==> config.mk <==
export PLATFORM = sky130hd
export DESIGN_NAME = mem_data_controller
export DESIGN_NICKNAME = d
export VERILOG_FILES = /design/src/rtl/mem_data_controller.sv
export SDC_FILE = /design/constraint.sdc
export NUM_CORES = 1
export LEC_CHECK = 0
export CORE_UTILIZATION = 35
export DETAILED_ROUTE_END_ITERATION = 10
export GPL_ROUTABILITY_DRIVEN = 0
export PLACE_DENSITY_LB_ADDON = 0.08
export SYNTH_ARGS = -nofsm -noshare
export SYNTH_HDL_FRONTEND = slang
export SYNTH_SLANG_ARGS = --single-unit
==> constraint.sdc <==
create_clock -name clock -period 2 [get_ports clock]
set_input_delay 0.4 -clock clock [delete_from_list [all_inputs] [get_ports clock]]
set_output_delay 0.4 -clock clock [all_outputs]
set_load 0.05 [all_outputs]
==> src/rtl/mem_data_controller.sv <==
`default_nettype none
// ============================================================================
// Module  : mem_data_controller
// MEM-stage data memory handshake with big-endian load formatting, alignment
// fault detection and LL/SC link tracking.
// Revision: 1.0
// ============================================================================
module mem_data_controller #(
   parameter int ADDR_WIDTH = 30,
   parameter bit LLSC_EN    = 1'b1
) (
   input  logic                  clock,
   input  logic                  reset,
   input  logic [31:0]           Address,
   input  logic [31:0]           WriteData,
   input  logic                  MemRead,
   input  logic                  MemWrite,
   input  logic                  Byte,
   input  logic                  Half,
   input  logic                  SignExtend,
   input  logic                  LLSC,
   input  logic                  Eret,
   output logic [31:0]           ReadData,
   output logic                  MEM_Stall,
   output logic                  EXC_AdEL,
   output logic                  EXC_AdES,
   input  logic [31:0]           DataMem_In,
   input  logic                  DataMem_Ready,
   output logic                  DataMem_Read,
   output logic [3:0]            DataMem_Write,
   output logic [ADDR_WIDTH-1:0] DataMem_Address,
   output logic [31:0]           DataMem_Out
);

   typedef enum logic [1:0] {
      S_IDLE = 2'd0,
      S_WAIT = 2'd1,
      S_DONE = 2'd2
   } state_t;

   state_t                state_q, state_d;
   logic                  rd_q, rd_d;
   logic [3:0]            we_q, we_d;
   logic [ADDR_WIDTH-1:0] addr_q, addr_d;
   logic [31:0]           wdata_q, wdata_d;
   logic [31:0]           rdata_q, rdata_d;
   logic                  llbit_q, llbit_d;
   logic [29:0]           lladdr_q, lladdr_d;

   logic        misaligned;
   logic        is_ll;
   logic        is_sc;
   logic        link_ok;
   logic        req;
   logic [3:0]  be;
   logic [31:0] wr_rep;
   logic [7:0]  ld_byte;
   logic [15:0] ld_half;
   logic [31:0] ld_fmt;

   always_comb begin
      misaligned = (Half & Address[0]) | (~Byte & ~Half & (Address[1:0] != 2'b00));
      is_ll      = MemRead & LLSC;
      is_sc      = MemWrite & LLSC;
      link_ok    = !LLSC_EN || (llbit_q && (lladdr_q == Address[31:2]));
      // A failing SC never touches memory, so it must not stall either
      req        = (MemRead | MemWrite) & ~misaligned & ~(is_sc & ~link_ok);
      EXC_AdEL   = MemRead & misaligned;
      EXC_AdES   = MemWrite & misaligned;
      MEM_Stall  = req & (state_q != S_DONE);
   end

   always_comb begin
      be     = 4'b1111;
      wr_rep = WriteData;
      if (Byte) begin
         be     = 4'b1000 >> Address[1:0];
         wr_rep = {4{WriteData[7:0]}};
      end else if (Half) begin
         be     = Address[1] ? 4'b0011 : 4'b1100;
         wr_rep = {2{WriteData[15:0]}};
      end
   end

   // Big-endian lane select: byte offset 0 lives in bits 31:24
   always_comb begin
      ld_byte = rdata_q[7:0];
      case (Address[1:0])
         2'd0:    ld_byte = rdata_q[31:24];
         2'd1:    ld_byte = rdata_q[23:16];
         2'd2:    ld_byte = rdata_q[15:8];
         default: ld_byte = rdata_q[7:0];
      endcase
      ld_half = Address[1] ? rdata_q[15:0] : rdata_q[31:16];
      if (Byte) begin
         ld_fmt = {{24{SignExtend & ld_byte[7]}}, ld_byte};
      end else if (Half) begin
         ld_fmt = {{16{SignExtend & ld_half[15]}}, ld_half};
      end else begin
         ld_fmt = rdata_q;
      end
      ReadData = 32'd0;
      if (state_q == S_DONE) begin
         if (is_sc) begin
            ReadData = 32'd1;
         end else if (MemRead) begin
            ReadData = ld_fmt;
         end
      end
   end

   always_comb begin
      state_d  = state_q;
      rd_d     = rd_q;
      we_d     = we_q;
      addr_d   = addr_q;
      wdata_d  = wdata_q;
      rdata_d  = rdata_q;
      llbit_d  = llbit_q;
      lladdr_d = lladdr_q;
      case (state_q)
         S_IDLE: begin
            if (req) begin
               rd_d    = MemRead;
               we_d    = MemWrite ? be : 4'b0000;
               addr_d  = Address[ADDR_WIDTH+1:2];
               wdata_d = wr_rep;
               state_d = S_WAIT;
            end
         end
         S_WAIT: begin
            if (DataMem_Ready) begin
               rdata_d = DataMem_In;
               rd_d    = 1'b0;
               we_d    = 4'b0000;
               state_d = S_DONE;
               if (is_ll) begin
                  llbit_d  = 1'b1;
                  lladdr_d = Address[31:2];
               end else if (is_sc) begin
                  llbit_d = 1'b0;
               end else if (MemWrite && (Address[31:2] == lladdr_q)) begin
                  llbit_d = 1'b0;
               end
            end
         end
         S_DONE:  state_d = S_IDLE;
         default: state_d = S_IDLE;
      endcase
      // Exception return wins over a link being set in the same cycle
      if (Eret) begin
         llbit_d = 1'b0;
      end
      if (!LLSC_EN) begin
         llbit_d  = 1'b0;
         lladdr_d = 30'd0;
      end
   end

   always_ff @(posedge clock or negedge reset) begin
      if (!reset) begin
         state_q  <= S_IDLE;
         rd_q     <= 1'b0;
         we_q     <= 4'b0000;
         addr_q   <= '0;
         wdata_q  <= 32'd0;
         rdata_q  <= 32'd0;
         llbit_q  <= 1'b0;
         lladdr_q <= 30'd0;
      end else begin
         state_q  <= state_d;
         rd_q     <= rd_d;
         we_q     <= we_d;
         addr_q   <= addr_d;
         wdata_q  <= wdata_d;
         rdata_q  <= rdata_d;
         llbit_q  <= llbit_d;
         lladdr_q <= lladdr_d;
      end
   end

   assign DataMem_Read    = rd_q;
   assign DataMem_Write   = we_q;
   assign DataMem_Address = addr_q;
   assign DataMem_Out     = wdata_q;

endmodule
`default_nettype wire

**Word level (Yosys, flattened, before mapping)**

Index checks and enable logic that the tools add are counted.

- Register bits: 132
- Output and inout bits: 102

- Eq/ne operators: 9
- Shift-type cells: 1
- Mux-type cells: 28
- Bitwise gates (word level): 20
- Reductions and logical operators: 15

Operator list:

| operator | number |
|---|---|
| $mux 32 | 7 |
| $eq 30x30->1 | 2 |
| $mux 4 | 6 |
| $pmux 8 s3 | 1 |
| $mux 16 | 1 |
| $and 1x1->1 | 13 |
| $reduce_and 3->1 | 3 |
| $mux 1 | 8 |
| $pmux 4 s2 | 1 |
| $reduce_bool 2->1 | 4 |
| $ne 2x2->1 const B | 3 |
| $reduce_and 2->1 | 3 |
| $not 1->1 | 5 |
| $eq 2x1->1 const B | 2 |
| $eq 2x2->1 const B | 2 |
| $logic_not 2->1 | 2 |
| $mux 2 | 2 |
| $pmux 2 s2 | 1 |
| $reduce_bool 4->1 | 1 |
| $shr 4x2->4 const A | 1 |
| $logic_and 1x1->1 | 2 |
| $or 1x1->1 | 2 |
| $pmux 1 s2 | 1 |

**Longest topological paths before layout**

- Word-level depth: 9
- Mapped depth: 10

**Worst setup path before layout**

No wires, ideal clock.

- Kind: input to output
- Start point: in Address[1]
- End point: out ReadData[0]
- Data arrival time: 2.348 ns
- Slack: -0.748 ns
- Cell stages on the path: 5
- Cells stage by stage: buf_2 clkbuf_1 mux4_2 o211ai_1 a21boi_0

- Longest elaborated chain between the ends: 6
- Elaborated cells between the ends (all ways): 10

Ends and longest elaborated chain:

| element | line | text |
|---|---|---|
| from (decl) | 14 | `input logic [31:0] Address,` |
| $eq 2x2->1 (tied with other cells) | 88 | `case (Address[1:0])` |
| $pmux 8 s3 or $mux 32 (tied branches) | 88, 97 |  |
| $mux 32 * | 95 | `if (Byte) begin` |
| $mux 32 * | 106 | `end else if (MemRead) begin` |
| $mux 32 * | 104 | `if (is_sc) begin` |
| $mux 32 * | 103 | `if (state_q == S_DONE) begin` |
| to (decl) | 23 | `output logic [31:0] ReadData,` |

Mark *: on every way between the ends. The rest lies on a longest branch, timed or not.

**Final worst setup path**

- Start point: in Address[14]
- End point: out MEM_Stall

- Longest elaborated chain between the ends: 7

Ends and longest elaborated chain:

| element | line | text |
|---|---|---|
| $eq 30x30->1 | 65 | `link_ok = !LLSC_EN \|\| (llbit_q && (lladdr_q == Address[31:2]));` |
| $logic_and 1x1->1 | 65 |  |
| $not 1->1 | 67 | `req = (MemRead \| MemWrite) & ~misaligned & ~(is_sc & ~link_ok);` |
| $and 1x1->1 | 67 |  |
| $not 1->1 | 67 |  |
| $and 1x1->1 | 67 |  |
| $and 1x1->1 | 70 | `MEM_Stall = req & (state_q != S_DONE);` |
| to (decl) | 24 | `output logic MEM_Stall,` |

No other way between the ends.

==> results.py <==
metrics = {
    "logic_synthesis": {
        "synth.avg_cell_area_um2": 10.5,
        "yosysSeqAreaShare_pct": 49.5,
        "synthArstFlopShare_pct": 100,
        "syn_nets": 741,
        "synth_area_mm2": 0.00667,
        "yosysWarnings": 0,
        "netlist_top_cells_area": "dfrtp_1 49%, mux2_2 8.3%, nand2_1 7.8%",
        "synth_top_area_share_pct": 49.5,
        "synth_cell_types": 47,
        "synth_seq_cells": 132,
        "synthCells": 635,
        "synth_edf_count": 0,
        "synth_flop_cell": "dfrtp_1",
        "yosys.area.top_type": "dfrtp_1",
    },
    "worst_setup_path": {
        "path_class": "primary input to output port",
        "cp_cell_sequence": "clkdlybuf4s50_1 -> xnor2_1 -> nand4_1 -> nor4_4 -> and2_4 -> a21oi_4 -> nor3_4 -> buf_12",
        "max_stage_delay_ns": 0.51,
        "worstPathRequired_ns": 1.60,
        "end_kind": "output port",
        "critPathLaunchType": "primary input",
        "path_delay_family": "simple AND/OR/NAND/NOR gates",
        "worstPathArrival_ns": 2.25,
        "crit_slowest_cell": "clkdlybuf4s50_1",
        "cp.buffers_inverters": 2,
        "crit_path_max_fanout": 2,
    },
    "routing": {
        "vias": 6005,
        "drtIter0Drc": 295,
        "wl_per_cell_um": 18.8,
        "firstDrtPassIters": 4,
        "wl_um": 22400,
        "final_antenna_net_count": 0,
        "viasPerCell": 5.03,
        "drc": 0,
    },
    "grt": {
        "grt-ovfl-total": 0,
        "track_usage_pct": 22.9,
        "grt_pass1_vias": 6398,
        "antenna_found_initial": 2,
        "grt_max_degree": 49,
        "grt_pass1_wl_um": 34400,
    },
    "cts": {
        "cts_tree": "done",
        "worstSkewPairLatency_ns": 0.42,
        "htreeDepth": 4,
        "clk_path_buf_depth": 2,
        "cts-root-buf": "clkbuf_16",
        "path_clk_slew_ns": 0.06,
        "clock-sinks": 132,
        "cts_inserted_buffers": 17,
    },
    "layout": {
        "area_growth_pct": 75.4,
        "final_cells": 1193,
        "multi_input_area_mm2": 0.00386,
        "drive_gt1_share_pct": 39.6,
        "nNetsFinal": 1053,
        "seq_area_mm2": 0.00330,
        "diodes": 0,
        "utilization_pct": 62.6,
        "fillCellCount": 1470,
    },
    "sta": {
        "tightest_slew_ns": 0.573,
        "setup_slack_ns": -0.650,
        "worst_hold_slack_ns": 0.303,
        "timing.fmax_ghz": 0.377,
        "clock_skew_ns": 0.0172,
        "min_period_ns": 2.65,
        "slew_headroom_pct": 61.8,
        "finalSetupViolCount": 116,
        "slew_violations": 0,
        "rsz0062_at_grt": "yes",
        "fin_crit_sh_pct": 133,
        "final_hold_viol_count": 0,
    },
    "flow_run": {
        "drv_cap": 0,
    },
    "floorplan": {
        "dieArea_mm2": 0.0196,
        "fp.coreArea_mm2": 0.0187,
        "boundaryPins": 208,
        "start_util_pct": 35.7,
        "fp.dieW_um": 140,
        "rows": 50,
        "die_h_um": 140,
    },
    "placed_design": {
        "dp_slack_ns": -0.751,
        "hpwl_um": 14700,
        "numPortBuffers": 207,
        "dp_cells": 1117,
    },
    "outcome": {
        "status": "finished, violations left",
        "violations": "setup timing",
    },
    "power": {
        "p_leak_nw": 5.47,
        "peakVddDrop_uv": 959,
        "p_per_area_mw_per_mm2": 1200,
    },
    "min_path": {
        "hp-class": "primary input to register",
    },
}
## registers in the layout, indices dropped and copies added (netlist names)
register	count
llbit_q	1
rdata_q	32
DataMem_Read	1
lladdr_q	30
DataMem_Address	30
state_q	2
DataMem_Write	4
DataMem_Out	32
## kinds of logic after synthesis
logic type | Yosys count | synth area share (%)
buffers and inverters | 45 | 3.43
XOR/XNOR | 30 | 3.94
AO/OA/AOI/OAI | 94 | 8.94
flip-flops | 132 | 49.5
AND/OR/NAND/NOR | 232 | 15.2
multiplexers | 102 | 19.0
## through the flow
stage,instance area (µm²),TNS [ns],power (mW)
6_report,11700,-29.48,14.0
5_1_grt,11700,-38.79,14.8
4_1_cts,11200,-29.00,13.9
3_5_place_dp,10100,-70.66,10.6
3_3_place_gp,10100,-68.95,10.5
2_1_floorplan,6920,-6.61,8.30
## timing repair
item                                    in CTS  in global routing
hold buffers                                 1                  0
cloned                                       5                  5
pin swaps                                   27                 28
gates resized for setup                    124                 99
endpoints found under the hold margin       36                  0
endpoints found under the setup margin     129                167
setup buffers                               31                  9
## final timing paths
check | startpoint | endpoint | cells after the start | slack (ns)
worst max-delay path | Address[14] | MEM_Stall | 8 | -0.65
worst min-delay path | Address[12] | lladdr_q[10] | 2 | 0.30
worst max register to register | lladdr_q[26] | DataMem_Out[10] | 9 | -0.32
worst min register to register | DataMem_Out[4] | DataMem_Out[4] | 1 | 0.50
max in group asynchronous | reset | lladdr_q[11] | 3 | 0.86
min in group asynchronous | reset | rdata_q[28] | 2 | 0.46
## cell usage in the layout, fill, tap and decap left out, types with 19 or more instances in the layout
cell type	instances
buf_4	92
dfrtp_1	132
mux2i_1	26
xnor2_1	30
clkdlybuf4s50_1	81
dlygate4sd2_1	39
clkbuf_16	22
mux2_4	25
nor2_1	31
dlymetal6s2s_1	46
nand2_1	138
buf_6	19
mux2_2	44
buf_12	44
## power by group
group          switching, mW  total (mW)  internal (mW)
logic                   3.79        6.66           2.88
registers              0.741        4.52           3.78
clock network           1.27        2.86           1.59
total                   5.80        14.0           8.24
## per-layer routing
layer | global-route usage, % | routed length (µm) | vias up
li1 | - | - | 2823
met1 | 29.2 | 9730 | 2979
met2 | 38.2 | 11200 | 175
met3 | 5.91 | 1180 | 26
met4 | 6.77 | 364 | 2
met5 | 0 | 13 | -
## area by class of cell
cell class | count | area share (%)
repair buffers | 333 | 31.6
clock inverters | 14 | 0.909
well taps | 234 | 2.50
multi-input cells | 458 | 33.0
clock buffers | 17 | 3.63
flip-flops and latches | 132 | 28.2
inverters | 5 | 0.160
## Yosys cell counts (3+ instances only)
cell type	instances
a21oi_1	36
a22oi_1	16
a31oi_1	8
and2_1	4
buf_1	4
buf_2	7
clkbuf_1	24
dfrtp_1	132
inv_1	4
mux2_2	49
mux2_4	20
mux2i_1	26
mux4_2	7
nand2_1	139
nand3_1	12
nand4_1	8
nor2_1	39
nor2b_1	3
nor3_1	11
o21a_1	16
o21ai_0	6
o22ai_1	4
xnor2_1	30
## worst reg2reg max path, stage by stage, from the launching register on
cell and delay [ns]:
dfrtp_1 0.38, xnor2_1 0.17, nand4_1 0.24, nor4_4 0.38, buf_4 0.17, buf_6 0.09
nand4_1 0.19, a21oi_4 0.31, buf_6 0.18, a22oi_2 0.08
No activity file was read; power rests on OpenSTA's default activity.
